File: config.mk
export PLATFORM = sky130hd
export DESIGN_NAME = inst_line_streamer_flat
export DESIGN_NICKNAME = d
export VERILOG_FILES = /design/src/rtl/multicore_pkg.sv /design/src/rtl/inst_line_streamer_if.sv /design/src/rtl/inst_line_streamer.sv /design/src/flat_wrapper.sv
export SDC_FILE = /design/constraint.sdc
export NUM_CORES = 1
export LEC_CHECK = 0
export BUFFER_PORTS_ARGS = -buffer_cell sky130_fd_sc_hd__buf_2
export CORE_MARGIN = 2
export CORE_UTILIZATION = 42
export CTS_CLUSTER_DIAMETER = 50
export DETAILED_ROUTE_END_ITERATION = 10
export HOLD_SLACK_MARGIN = 0.08
export PLACE_DENSITY = 0.66
export REMOVE_ABC_BUFFERS = 1
export SLEW_MARGIN = 10
export SYNTH_ARGS = -nofsm -noshare
export SYNTH_HDL_FRONTEND = slang
export SYNTH_SLANG_ARGS = --single-unit
File: constraint.sdc
create_clock -name clk -period 2.7 [get_ports clk]
set_input_delay 0.27 -clock clk [delete_from_list [all_inputs] [get_ports clk]]
set_output_delay 0.27 -clock clk [all_outputs]
set_load 0.05 [all_outputs]
File: src/rtl/multicore_pkg.sv
// Shared definitions for the fetch/decode slice: line geometry, the
// canonical NOOP, RISC-V major opcodes and the streamer state encoding.
package multicore_pkg;

   localparam int WORDS_PER_LINE = 8;
   localparam int INST_SIZE      = 32;
   localparam int WORD_BITS      = $clog2(WORDS_PER_LINE);
   localparam int LINE_BITS      = WORDS_PER_LINE * INST_SIZE;
   localparam int LINE_SIZE      = WORDS_PER_LINE * (INST_SIZE / 8);

   // addi x0,x0,0 -- what decode sees whenever nothing valid is presented
   localparam logic [INST_SIZE-1:0] NOOP_INST = 32'h0000_0013;

   typedef enum logic [6:0] {
      OP_LOAD   = 7'b0000011,
      OP_FENCE  = 7'b0001111,
      OP_IMM    = 7'b0010011,
      OP_AUIPC  = 7'b0010111,
      OP_STORE  = 7'b0100011,
      OP_ALU    = 7'b0110011,
      OP_LUI    = 7'b0110111,
      BRANCHES  = 7'b1100011,
      JALR      = 7'b1100111,
      JAL       = 7'b1101111,
      OP_SYSTEM = 7'b1110011
   } t_opcode;

   typedef enum logic [0:0] {
      EMPTY  = 1'b0,
      STREAM = 1'b1
   } t_stream_state;

   // Control transfers are the opcodes after which the rest of a line is dead
   function automatic logic is_ctrl_op(input t_opcode op);
      return (op == BRANCHES) || (op == JAL) || (op == JALR);
   endfunction

endpackage

File: src/rtl/inst_line_streamer_if.sv
// Bundles the cache-line offer handshake and the decode-side instruction
// handshake. The streamer uses the slave view; whoever drives the cache
// side and consumes instructions uses the master view.
interface inst_line_streamer_if;
   import multicore_pkg::*;

   logic                  line_valid;
   logic                  line_ready;
   logic [LINE_BITS-1:0]  line_data;
   logic [31:0]           line_pc;
   logic [WORD_BITS-1:0]  line_start;

   logic                  inst_valid;
   logic                  inst_ready;
   logic [INST_SIZE-1:0]  inst;
   logic [31:0]           inst_pc;
   logic                  inst_is_ctrl;

   modport slave (
      input  line_valid, line_data, line_pc, line_start, inst_ready,
      output line_ready, inst_valid, inst, inst_pc, inst_is_ctrl
   );

   modport master (
      output line_valid, line_data, line_pc, line_start, inst_ready,
      input  line_ready, inst_valid, inst, inst_pc, inst_is_ctrl
   );

endinterface

File: src/rtl/inst_line_streamer.sv
// Buffers one instruction-cache line and hands it to decode one word per
// cycle, starting at an arbitrary word, cutting the line short after a
// control transfer, and refilling back-to-back when the last word leaves.
module inst_line_streamer
   import multicore_pkg::*;
#(
   parameter bit STOP_ON_CTRL = 1'b1
) (
   input  logic clk,
   input  logic rst,
   input  logic flush,
   inst_line_streamer_if.slave bus
);

   localparam logic [0:0]           ST_EMPTY  = EMPTY;
   localparam logic [0:0]           ST_STREAM = STREAM;
   localparam logic [WORD_BITS-1:0] LAST_IDX  = WORD_BITS'(WORDS_PER_LINE - 1);
   localparam logic [31:0]          BASE_MASK = ~(32'(LINE_SIZE) - 32'd1);

   logic [0:0]                                state;
   logic [WORD_BITS-1:0]                      idx;
   logic [31:0]                               base;
   logic [WORDS_PER_LINE-1:0][INST_SIZE-1:0]  line_buf;

   logic [INST_SIZE-1:0] cur_word;
   logic                 cur_valid;
   logic                 cur_ctrl;
   logic                 fire;
   logic                 last;
   logic                 ctrl_stop;
   logic                 ready_int;
   logic                 accept;

   // Present the selected word to decode, or the NOOP with zeroed sideband when idle
   always_comb begin
      cur_word  = line_buf[idx];
      cur_valid = (state == ST_STREAM);
      cur_ctrl  = 1'b0;
      bus.inst_valid   = 1'b0;
      bus.inst         = NOOP_INST;
      bus.inst_pc      = '0;
      bus.inst_is_ctrl = 1'b0;
      if (cur_valid) begin
         cur_ctrl         = is_ctrl_op(t_opcode'(cur_word[6:0]));
         bus.inst_valid   = 1'b1;
         bus.inst         = cur_word;
         bus.inst_pc      = base + {{(32-WORD_BITS-2){1'b0}}, idx, 2'b00};
         bus.inst_is_ctrl = cur_ctrl;
      end
   end

   // A new line may only land when the buffer is idle or its final word leaves normally
   always_comb begin
      fire      = cur_valid && bus.inst_ready;
      last      = (idx == LAST_IDX);
      ctrl_stop = STOP_ON_CTRL && cur_ctrl;
      ready_int = !rst && !flush && ((state == ST_EMPTY) || (fire && last && !ctrl_stop));
      accept    = bus.line_valid && ready_int;
      bus.line_ready = ready_int;
   end

   // Sequencing: flush beats everything, then a fresh line, then word advance or retirement
   always_ff @(posedge clk) begin
      if (rst) begin
         state    <= ST_EMPTY;
         idx      <= '0;
         base     <= '0;
         line_buf <= '0;
      end else if (flush) begin
         state <= ST_EMPTY;
         idx   <= '0;
      end else if (accept) begin
         line_buf <= bus.line_data;
         base     <= bus.line_pc & BASE_MASK;
         idx      <= bus.line_start;
         state    <= ST_STREAM;
      end else if (fire) begin
         if (ctrl_stop || last) begin
            state <= ST_EMPTY;
         end else begin
            idx <= idx + 1'b1;
         end
      end
   end

endmodule

File: src/flat_wrapper.sv
// flat-port wrapper written by rule: the top's interface ports become plain ports
module inst_line_streamer_flat import multicore_pkg::*;
#(
   parameter bit STOP_ON_CTRL = 1'b1
)
  (clk, rst, flush, bus_line_valid, bus_line_data, bus_line_pc, bus_line_start, bus_inst_ready, bus_line_ready, bus_inst_valid, bus_inst, bus_inst_pc, bus_inst_is_ctrl);
  inst_line_streamer_if bus_i ();
  input  logic clk;
  input  logic rst;
  input  logic flush;
  input wire logic [$bits(bus_i.line_valid)-1:0] bus_line_valid;
  input wire logic [$bits(bus_i.line_data)-1:0] bus_line_data;
  input wire logic [$bits(bus_i.line_pc)-1:0] bus_line_pc;
  input wire logic [$bits(bus_i.line_start)-1:0] bus_line_start;
  input wire logic [$bits(bus_i.inst_ready)-1:0] bus_inst_ready;
  output wire logic [$bits(bus_i.line_ready)-1:0] bus_line_ready;
  output wire logic [$bits(bus_i.inst_valid)-1:0] bus_inst_valid;
  output wire logic [$bits(bus_i.inst)-1:0] bus_inst;
  output wire logic [$bits(bus_i.inst_pc)-1:0] bus_inst_pc;
  output wire logic [$bits(bus_i.inst_is_ctrl)-1:0] bus_inst_is_ctrl;
  assign bus_i.line_valid = bus_line_valid;
  assign bus_i.line_data = bus_line_data;
  assign bus_i.line_pc = bus_line_pc;
  assign bus_i.line_start = bus_line_start;
  assign bus_i.inst_ready = bus_inst_ready;
  assign bus_line_ready = bus_i.line_ready;
  assign bus_inst_valid = bus_i.inst_valid;
  assign bus_inst = bus_i.inst;
  assign bus_inst_pc = bus_i.inst_pc;
  assign bus_inst_is_ctrl = bus_i.inst_is_ctrl;
  inst_line_streamer #(.STOP_ON_CTRL(STOP_ON_CTRL)) u_core (.clk(clk), .rst(rst), .flush(flush), .bus(bus_i));
endmodule
==> impl_results.md <==
* Status: finished, violations left
* Failing checks: DRC, setup timing
* Area post-placement at 15400 um^2
* Nature of the critical path startpoint: flip-flop
* Max Buffers Root-to-Sink at 3
* Worst Max-Slew Pin Slew at 0.900 ns
* Layout cells sized above 1 at 27.7%
* PnR worst setup slack at -0.0324 ns
* Routed Antenna Nets at 0
* Reg power frac at 42.8%
* Count leader, synth: a21oi_1
* Pre-CTS setup slack at -0.0751 ns
* Commonest cells in the netlist: a21oi_1 (288), dfxtp_1 (287), o21ai_0 (286)
* # DRC at 1
* Yosys Warn Count at 0
* Sw frac at 24.3%
* Die Width at 181 um
* Hold Path End: u_core.line_buf[131]
* Pre-antenna DRT Iters at 8
* Max Clock Freq at 0.366 GHz
* GRT Residual Overflow at 0
* CTS clock-pin slew for the worst setup and hold paths at 0.05 ns
* Critical path arrival at 2.46 ns
* Port Buffers at 355
* Fraction of the cycle the final worst path needs at 101%
* Clock skew at 0.0167 ns
* CTS root buffer: clkbuf_16
* RR Startpoint: u_core.idx[0]
* Core Area at 30700 um^2
* Hold Fails Final Rpt at 0
* Non-Filler Cell Area, Final at 19900 um^2
* Int Power at 7.87 mW
* Post-Route WL at 47.9 mm
* Power Total at 10.4 mW
* Ys async rst share at 0%
* Nets at 2392
* RSZ-0062 raised after global routing: yes
* Non-Filler Instances at 2521
* Comb pwr share at 11.6%
* Syn-to-layout area delta at 51.5%
* Vias at 14521
* P_sw at 2.53 mW
* Hold/Removal Path Class: in2reg
* TNS Setup at -0.0962 ns
* Largest net degree at the start of global routing at 193
* CTS Sinks at 287
* Post-layout util at 64.9%
* PD cells at 522 nW/um^2
* Clk_lat worst skew at 0.51 ns
* Tmin final at 2.73 ns
* Synth Register Bits at 287
* RD Place Congestion at 0.818
* Post-DR wirelength/cell at 19.0 um
* Vias in the first global route at 14290
* Cell accounting for the most synthesized area: dfxtp_1
* Final setup viols at 6
* Fin. max-slew vios at 0
* Reg2reg path depth at 11
* Post-DP HPWL at 26.4 mm
* Rel. slew slack at 40.0%
* Synth area leaders: dfxtp_1 (44%), a21oi_1 (11%), mux4_2 (11%)
* Register-to-Register Setup Slack at -0.03 ns
* Htree depth at 2
* Crit path capture type: output pin
* Total Die Area at 32700 um^2
* # IOs at 363
* Synth Cell Area at 13100 um^2
* Total of max-cap violations at 0
* Seq/Total Area, Yosys at 43.8%
* Vias/cell at 5.76
* DIE HEIGHT at 181 um
* Crit Path Max Fanout at 8
* Critical path class: reg2out
* Yosys top cell area share at 43.8%
* Hold slack final at 0.105 ns
* Placed cells at 2147
* Clock network power share at 45.6%
* Total CTS buffers at 36
* Lkg Pwr at 7.55 nW
* Std cell rows at 64
* R2r endpoint: u_core.base[18]
* Worst Hold Launch: bus_line_data[131]
* Initial antenna violation count at 5
* Worst Hold Depth at 3
* Initial Util at 42.8%
* Detailed Route Iter0 Violations at 1342
* Synth cell types at 32
* Avg Cell Area, Syn at 8.66 um^2
* First-pass GRT wire length at 73.5 mm
* EDFF count, synth at 0
* Cells after synthesis at 1517
* Main synth FF type: dfxtp_1
* Overall fraction of global-route tracks in use at 27.2%
* CTS tree: done
* Data required, critical path at 2.43 ns
* Maximum vdd ir drop at 0.465 mV
-- power by group through the flow --
stage / Sequential [mW] / Clock [mW] / Combinational [mW]
3_5_place_dp: 4.53 / 0 / 0.819
5_1_grt: 4.46 / 4.99 / 1.29
6_report: 4.44 / 4.74 / 1.21
3_3_place_gp: 4.52 / 0 / 0.809
2_1_floorplan: 4.54 / 0 / 0.376
4_1_cts: 4.44 / 4.80 / 1.16
-- state kept, by name, summed over array words and instances, names as in the netlist --
name	count
u_core.base	27
u_core.idx	3
u_core.line_buf	256
u_core.cur_valid	1
-- how the worst max path moves through the flow --
stage | startpoint | to
detailed placement | u_core.idx[0] | u_core.line_buf[238]
CTS | u_core.idx[0] | bus_line_ready
floorplan | u_core.idx[0] | u_core.idx[1]
global placement | u_core.idx[0] | u_core.line_buf[139]
finish | u_core.idx[0] | bus_line_ready
global route | u_core.idx[0] | bus_line_ready
-- critical path, cell delays in order (launching register included) --
cell and delay, ns:
dfxtp_4 0.37, buf_12 0.14, mux4_2 0.50, mux2_4 0.29, a211oi_4 0.25, nand2_2 0.12
nand3_2 0.07, a21oi_2 0.05, buf_6 0.16
-- cells in the final DEF (no fill, tap or decap), types with 9 or more instances in the layout --
master and instances:
nor2_1 28, a21oi_1 283, and2_1 32, nand3_1 284, dlygate4sd3_1 285, dfxtp_1 284, o21ai_0 196, buf_2 352
mux4_2 64, o21ai_1 88, mux2i_1 27, buf_12 19, clkbuf_8 9, clkbuf_16 43, buf_4 44
-- area by class of cell --
| type | instances | area, um^2 |
|---|---|---|
| sequential | 287 | 5750 |
| tap | 396 | 495 |
| timing repair buffer | 722 | 5770 |
| multi-input combinational | 1044 | 6670 |
| clock inverter | 14 | 124 |
| inverter | 3 | 11.3 |
| fill | 2371 | 10800 |
| clock buffer | 49 | 1050 |
| antenna | 6 | 15.0 |
-- repair_timing --
| action | in CTS | in global routing |
|---|---|---|
| hold buffers | 284 | 1 |
| endpoints found under the hold margin | 283 | 1 |
| setup buffers | 6 | 8 |
| pin swaps | 6 | 4 |
| gates cloned | 0 | 6 |
| setup endpoints to repair | 68 | 285 |
| gates resized for setup | 22 | 109 |
-- kinds of logic (layout without fill, tap and decap cells) --
| family | Yosys count | count (layout) | share of synthesized area [%] |
|---|---|---|---|
| fa+ha+maj | 2 | 2 | 0.191 |
| buf+inv | 187 | 788 | 6.20 |
| flops | 287 | 287 | 43.7 |
| compound gates | 582 | 582 | 22.5 |
| other cells | 1 | 8 | 0.0286 |
| mux | 97 | 97 | 13.5 |
| simple gates | 361 | 361 | 13.8 |
-- metal layers --
| layer | part of all wire (%) | GRT usage [%] |
|---|---|---|
| met5 | 0 | 0 |
| met4 | 4.2 | 12.1 |
| met3 | 7.7 | 5.16 |
| met2 | 49 | 45.9 |
| met1 | 40 | 33.8 |
Note: power is estimated with default switching activity, not from simulation.
